$ cat src/rtl/lc3_agu_pkg.sv
// Shared encodings and helpers for the LC-3 effective-address generation unit.
package lc3_agu_pkg;

    localparam logic [1:0] ST_IDLE     = 2'd0;
    localparam logic [1:0] ST_OUT      = 2'd1;
    localparam logic [1:0] ST_IND_REQ  = 2'd2;
    localparam logic [1:0] ST_IND_WAIT = 2'd3;

    localparam logic [1:0] SEL_ZERO  = 2'b00;
    localparam logic [1:0] SEL_OFF6  = 2'b01;
    localparam logic [1:0] SEL_OFF9  = 2'b10;
    localparam logic [1:0] SEL_OFF11 = 2'b11;

    // Sign-extends the low src_w bits of val to 16 bits, using bit src_w-1 as the sign.
    function automatic logic [15:0] sext(input logic [15:0] val, input int src_w);
        logic [15:0] r;
        for (int i = 0; i < 16; i++) begin
            r[i] = (i < src_w) ? val[i] : val[src_w-1];
        end
        return r;
    endfunction

endpackage

$ cat src/rtl/lc3_agu_calc.sv
// Combinational base + sign-extended offset adder; the wrap compare exists only
// when LC3_AGU_WRAP_CHK_EN is defined.
module lc3_agu_calc
    import lc3_agu_pkg::*;
#(
    parameter int ADDR_W = 16
) (
    input  logic              addr1_sel,
    input  logic [1:0]        addr2_sel,
    input  logic [10:0]       ir_off,
    input  logic [ADDR_W-1:0] pc,
    input  logic [ADDR_W-1:0] sr1,
`ifdef LC3_AGU_WRAP_CHK_EN
    output logic              wrap,
`endif
    output logic [ADDR_W-1:0] sum
);

    logic [ADDR_W-1:0]  base;
    logic signed [15:0] off16;

    always_comb begin
        base  = addr1_sel ? sr1 : pc;
        off16 = '0;
        case (addr2_sel)
            SEL_OFF6:  off16 = sext({5'b0, ir_off}, 6);
            SEL_OFF9:  off16 = sext({5'b0, ir_off}, 9);
            SEL_OFF11: off16 = sext({5'b0, ir_off}, 11);
            default:   off16 = '0;
        endcase
    end

    assign sum = base + ADDR_W'(off16);

`ifdef LC3_AGU_WRAP_CHK_EN
    logic [ADDR_W:0] wide;

    // With the base zero-extended, bit ADDR_W is set both for a negative result and an overflow.
    assign wide = {1'b0, base} + (ADDR_W+1)'(off16);
    assign wrap = wide[ADDR_W];
`endif

endmodule

$ cat src/rtl/lc3_agu.sv
// Handshaked LC-3 address generation unit with optional indirect pointer fetch.
// Optional wrap detection enabled by defining LC3_AGU_WRAP_CHK_EN.
module lc3_agu
    import lc3_agu_pkg::*;
#(
    parameter int ADDR_W  = 16,
    parameter int TIMEOUT = 0
) (
    input  logic              clk,
    input  logic              rst_n,
    input  logic              req_valid,
    output logic              req_ready,
    input  logic              req_addr1_sel,
    input  logic [1:0]        req_addr2_sel,
    input  logic              req_indirect,
    input  logic [15:0]       req_ir,
    input  logic [ADDR_W-1:0] req_pc,
    input  logic [ADDR_W-1:0] req_sr1,
    output logic              mem_req_valid,
    input  logic              mem_req_ready,
    output logic [ADDR_W-1:0] mem_req_addr,
    input  logic              mem_rsp_valid,
    input  logic [ADDR_W-1:0] mem_rsp_data,
    output logic              out_valid,
    input  logic              out_ready,
    output logic [ADDR_W-1:0] out_addr,
    output logic              out_err,
    output logic              out_wrap
);

    localparam logic [31:0] TO_LAST = (TIMEOUT == 0) ? 32'd0 : 32'(TIMEOUT - 1);

    logic [1:0]        state;
    logic [ADDR_W-1:0] addr_q;
    logic [ADDR_W-1:0] sum;
    logic              err_q;
    logic [31:0]       wait_cnt;
    logic              accept;
    logic              timeout_hit;

    assign req_ready     = (state == ST_IDLE) || ((state == ST_OUT) && out_ready);
    assign accept        = req_valid && req_ready;
    assign timeout_hit   = (TIMEOUT != 0) && (wait_cnt == TO_LAST);
    assign mem_req_valid = (state == ST_IND_REQ);
    assign out_valid     = (state == ST_OUT);
    assign out_err       = err_q;

    // One address register serves as pointer address and as final result,
    // so a timed-out fetch naturally reports the pointer address.
    assign mem_req_addr  = addr_q;
    assign out_addr      = addr_q;

`ifdef LC3_AGU_WRAP_CHK_EN
    logic calc_wrap;
    logic wrap_q;

    lc3_agu_calc #(.ADDR_W(ADDR_W)) u_calc (
        .addr1_sel (req_addr1_sel),
        .addr2_sel (req_addr2_sel),
        .ir_off    (req_ir[10:0]),
        .pc        (req_pc),
        .sr1       (req_sr1),
        .wrap      (calc_wrap),
        .sum       (sum)
    );

    always_ff @(posedge clk or negedge rst_n) begin
        if (!rst_n) begin
            wrap_q <= 1'b0;
        end else if (accept) begin
            wrap_q <= calc_wrap;
        end
    end

    assign out_wrap = wrap_q;
`else
    lc3_agu_calc #(.ADDR_W(ADDR_W)) u_calc (
        .addr1_sel (req_addr1_sel),
        .addr2_sel (req_addr2_sel),
        .ir_off    (req_ir[10:0]),
        .pc        (req_pc),
        .sr1       (req_sr1),
        .sum       (sum)
    );

    assign out_wrap = 1'b0;
`endif

    always_ff @(posedge clk or negedge rst_n) begin
        if (!rst_n) begin
            state    <= ST_IDLE;
            addr_q   <= '0;
            err_q    <= 1'b0;
            wait_cnt <= '0;
        end else if (accept) begin
            addr_q <= sum;
            err_q  <= 1'b0;
            state  <= req_indirect ? ST_IND_REQ : ST_OUT;
        end else begin
            case (state)
                ST_OUT: begin
                    if (out_ready) state <= ST_IDLE;
                end
                ST_IND_REQ: begin
                    if (mem_req_ready) begin
                        state    <= ST_IND_WAIT;
                        wait_cnt <= '0;
                    end
                end
                ST_IND_WAIT: begin
                    // A response arriving on the timeout cycle takes priority.
                    if (mem_rsp_valid) begin
                        addr_q <= mem_rsp_data;
                        err_q  <= 1'b0;
                        state  <= ST_OUT;
                    end else if (timeout_hit) begin
                        err_q <= 1'b1;
                        state <= ST_OUT;
                    end else begin
                        wait_cnt <= wait_cnt + 32'd1;
                    end
                end
                default: state <= ST_IDLE;
            endcase
        end
    end

endmodule

$ cat config.mk
export PLATFORM = sky130hd
export DESIGN_NAME = lc3_agu
export DESIGN_NICKNAME = d
export VERILOG_FILES = /design/src/rtl/lc3_agu_pkg.sv /design/src/rtl/lc3_agu_calc.sv /design/src/rtl/lc3_agu.sv
export SDC_FILE = /design/constraint.sdc
export NUM_CORES = 1
export LEC_CHECK = 0
export ABC_CLOCK_PERIOD_IN_PS = 2050
export CAP_MARGIN = 20
export CORE_MARGIN = 10
export CORE_UTILIZATION = 41
export CTS_BUF_LIST = sky130_fd_sc_hd__clkbuf_2
export DETAILED_ROUTE_END_ITERATION = 12
export PLACE_DENSITY = 0.9
export REMOVE_ABC_BUFFERS = 1
export SLEW_MARGIN = 20
export SYNTH_ARGS = -nofsm -noshare
export SYNTH_HDL_FRONTEND = slang
export SYNTH_SLANG_ARGS = --single-unit
$ cat constraint.sdc
create_clock -name clk -period 2.05 [get_ports clk]
set_input_delay 0.41 -clock clk [delete_from_list [all_inputs] [get_ports clk]]
set_output_delay 0.41 -clock clk [all_outputs]
set_load 0.02 [all_outputs]
Word-level counts from Yosys, hierarchy flattened

Index checks and enable logic that the tools add are counted.
W data, S select, Z words.

Muxes and demuxes: 14
Equality and inequality tests: 9
Add/subtract/negate cells: 1
Reduce and logical (&&, ||, !) cells: 8

Operators by type and width:

| cell                 | count |
|---|---|
| $mux W16             | 4 |
| $pmux W16 S3         | 1 |
| $add A16 B16 Y16     | 1 |
| $mux W2              | 5 |
| $eq A2 B2 Y1 const B | 4 |
| $ne A3 B1 Y1 const B | 2 |
| $pmux W2 S3          | 1 |
| $eq A2 B1 Y1 const B | 2 |
| $reduce_bool A2 Y1   | 2 |
| $mux W1              | 3 |
| $ne A3 B3 Y1 const B | 1 |
| $reduce_and A3 Y1    | 1 |
| $logic_and A1 B1 Y1  | 2 |
| $logic_not A2 Y1     | 1 |
| $reduce_and A2 Y1    | 1 |
| $logic_or A1 B1 Y1   | 1 |

Output and inout port bits: 37
Flip-flop bits (word level): 19

Longest topological paths before layout

Depth after elaboration: 6
Gate-level depth with buffers: 12
Mapped depth without buffers: 11

Modules after synthesis

Synthesis repeated with hierarchy kept, for this count alone.

Cell total of the unflattened synthesis: 232
Area, all modules: 2223.4 sq um

Modules (own cells, without submodules):

| module       | times used | cells each | area an instance (sq um) | seq. area each (sq um) |
|---|---|---|---|---|
| lc3_agu_calc | 1          | 150        | 1127.3                   | 0.0 |
| lc3_agu      | 1          | 82         | 1096.1                   | 450.4 |

Least setup slack after synthesis

OpenSTA, ideal clock, no wires.

Path type: input port to flip-flop
Start point: in req_addr1_sel
End point: reg addr_q[11] (netlist: mem_req_addr[11])
Slack: -0.865 ns
Cell stages on the path: 10
Arrival time: 2.780 ns
Required time: 1.914 ns
Cell sequence: buf_6 clkbuf_1 mux2_2 ha_1 a211oi_2 o21bai_1 nor3_1 o21bai_1 a2111oi_0 nor3_1

Word-level cells in the longest chain between the ends: 3

RTL lines:

| item                 | RTL line           | source |
|---|---|---|
| from (decl)          | lc3_agu.sv:13      | `input logic req_addr1_sel,` |
| $mux W16             | lc3_agu_calc.sv:23 | `base = addr1_sel ? sr1 : pc;` |
| $add A16 B16 Y16     | lc3_agu_calc.sv:33 | `assign sum = base + ADDR_W'(off16);` |
| $mux W16             | lc3_agu.sv:95      | `end else if (accept) begin` |
| to (signal assigned) | lc3_agu.sv:96      | `addr_q <= sum;` |
| to (signal assigned) | lc3_agu.sv:113     | `addr_q <= mem_rsp_data;` |
| to (decl)            | lc3_agu.sv:34      | `logic [ADDR_W-1:0] addr_q;` |

Every way passes these cells.
A chain may end at the register's enable or synchronous reset.

Worst setup path in the final report

Start point: in req_addr1_sel
End point: reg addr_q[14] (netlist: mem_req_addr[14])

Same word-level chain as after synthesis.

==> impl_metrics.ini <==
[power_and_ir_drop]
swShare_pct = 45.4
combPwrFrac_pct = 77.3
p_clk_share_pct = 4.2
ir_drop_uv = 531
cellLeakagePower_nw = 1.85
design_power_total_mw = 3.68
intPower_mw = 2.01
powerDensity_nw_per_um2 = 886
seqPwrFrac_pct = 18.5
switching_power_mw = 1.67

[worst_setup_path]
startpoint_type = input pin
cp.buffers_inverters = 4
worst_setup_path_end_kind = flip-flop
cp_max_fo = 5
slowest_stage = fa_2
arrival_ps = 2690
cp_top_family = compound AO/OA/AOI/OAI gates
worstPathRequired_ps = 2280
slowest_delay_ps = 380
critical_path_class = in -> reg
cpMostUsedCell = buf_8
crit_chain = buf_8 -> buf_8 -> mux2_4 -> ha_4 -> inv_2 -> fa_2 -> nor2b_4 -> o31a_1 -> nor4_4 -> buf_4 -> o31ai_4 -> a21oi_1 -> o31ai_2

[grt]
globalRouteMet3Util_pct = 5.87
grt_pass1_vias = 2809
gr-usage-all-layers_pct = 20.0
grt-busiest-layer = met2
grt_use_met2_pct = 34.7
antenna_found_initial = 1
grt_max_degree = 19
grtUsageMet1_pct = 21.1
grt_pass1_wl_um = 14100
overflow = 0

[timing]
max_freq_mhz = 406
relSlewSlack_pct = 65.7
fin_skew_ps = 4.43
setup_viol = 11
drv_slew = 0
worst_slack_ps = -412
hold_viol_final = 0
period_minus_slack_ps = 2460
worstMarginPinSlew_ps = 511
fin_crit_sh_pct = 120
fin_hold_ws_ps = 418
rsz0062_at_grt = true

[routing]
ant_nets = 0
post_drt_via_cell_ratio = 5.70
first_iter_violations = 254
drc_errors = 0
routed_wl_um = 9910
vias = 2651
drtPass1Iterations = 5
wl_per_cell_um = 21.3

[final_layout]
ff_latch_area_um2 = 450
syn2layout_area_growth_pct = 97.4
utilization_pct = 82.5
fin_nets = 482
n_fill_cell = 268
final_layout_size_suffix_gt1_share_pct = 41.1
final_common_cell = clkdlybuf4s50_1
final_cell_mix = clkdlybuf4s50_1 (75), buf_4 (54), nand2_1 (22), dlygate4sd2_1 (22), dfrtp_1 (18)
fin_cells = 465
multi_input_area_um2 = 1950
final_cell_area_um2 = 4160

[floorplan]
start_util_pct = 41.8
die_area_um2 = 8400
core_um2 = 5040
die_h_um = 91.7
pin_count = 111
std_cell_rows = 26
die_x_um = 91.7

[synthesis]
synth_ff_type = dfrtp_1
netlist_instances = 244
ys_ff_latch = 18
synth_top_cell_area_share_pct = 21.4
synthesis.area_um2 = 2110
yosys.area.top_type = dfrtp_1
async_reset_ff_share_pct = 100
avgSynthCellArea_um2 = 8.63
synth-seq-area-share_pct = 21.4
yosysWarnings = 0
synthTopCellsByArea = dfrtp_1 (21%), mux2_2 (9.1%), ha_1 (7.1%), buf_4 (6.8%), mux2i_1 (5.7%)
synth_edf_count = 0
yosysUniqueCellTypes = 56

[clock_tree]
clkLatencyLatePin_ps = 300
clkTransAtPathRegs_ps = 180
htreeDepth = 1
clockBufferDepth = 2
clock-sinks = 18
postCtsHoldBufs = 0
root_buffer = clkbuf_2
numCtsBuffers = 3
cts_tree = built

[placed_design]
dp_cells = 437
gp_congestion = 0.907
hpwlAfterDp_um = 5790
placed_area_um2 = 3390
io_buffers = 103

[outcome]
violations = negative setup slack
status = finished, violations left

[worst_hold_path]
hp-class = in -> async

[flow_run]
cap_violations = 0
synth_stat cells, drive strengths merged (2+ instances only):
cell	number
a211oi	3
a21o	4
a21oi	12
a22oi	2
a31oi	2
and2	2
and4	2
buf	21
clkbuf	4
dfrtp	18
ha	12
inv	10
mux2	18
mux2i	14
nand2	24
nand3	9
nor2	10
nor2b	10
nor3	5
nor4	2
o21a	2
o21ai	17
o21ba	2
o21bai	2
o221ai	2
o22ai	2
o31ai	2
o41ai	2
or2	2
or3	2
xnor2	10
state kept, by name (all words and copies together) (netlist names):
signal        count
mem_req_addr     16
state             2
cells by family (layout without fill, tap and decap cells):
| kind of cell | Yosys count | after routing | share of synthesized area (%) |
|---|---|---|---|
| AND/OR/NAND/NOR | 71 | 71 | 16.9 |
| AO/OA/AOI/OAI | 62 | 62 | 20.5 |
| buffers and inverters | 36 | 185 | 10.9 |
| multiplexers | 32 | 32 | 17.5 |
| flip-flops | 18 | 18 | 21.4 |
| adder cells (fa/ha/maj) | 13 | 13 | 8.08 |
| XOR/XNOR | 11 | 11 | 4.58 |
| other | 1 | 3 | 0.178 |
routing by layer:
layer	vias to the layer above	wire length (µm)	part of all wire [%]
met3	43	899	9.1
met5	-	0	0
met4	0	465	4.7
met2	174	5000	50
li1	1168	-	-
met1	1266	3550	36
power by group through the flow:
stage	combinational, mW	clock (mW)	sequential, mW
floorplan	0.764	0	1.06
global placement	2.32	0	0.670
detailed placement	2.38	0	0.688
CTS	2.60	0.161	0.676
global route	2.98	0.172	0.709
finish	2.85	0.156	0.680
metrics by stage:
step                      setup WS [ps]  setup TNS, ps
after CTS                          -283          -1820
after global routing               -422          -3180
after global placement            -1030         -11670
after floorplan                    -399          -2370
after detailed placement          -1170         -12950
final                              -412          -3000
path summary, 6_finish.rpt:
path,from,end,slack [ps],cells past startpoint
setup / recovery,req_addr1_sel,mem_req_addr[14],-410,13
hold / removal,rst_n,mem_req_addr[9],420,2
setup reg to reg,state[0],mem_req_addr[7],170,7
hold reg to reg,mem_req_addr[10],mem_req_addr[10],580,2
max in group asynchronous,rst_n,mem_req_addr[14],1440,2
min in group clk,mem_req_addr[10],mem_req_addr[10],580,2
area by class of cell:
cell class | count | area share, %
clock buffers | 3 | 0.361
repair buffers | 171 | 38.6
well taps | 70 | 2.11
flip-flops and latches | 18 | 10.8
inverters | 10 | 0.963
diodes | 1 | 0.0602
multi-input cells | 191 | 47.0
clock inverters | 1 | 0.0903
timing repair:
item | in CTS | in global routing
pin swaps | 47 | 42
setup endpoints to repair | 15 | 13
setup buffers | 21 | 9
cloned | 1 | 0
gates resized for setup | 113 | 47
(Power assumes the default switching activity.)
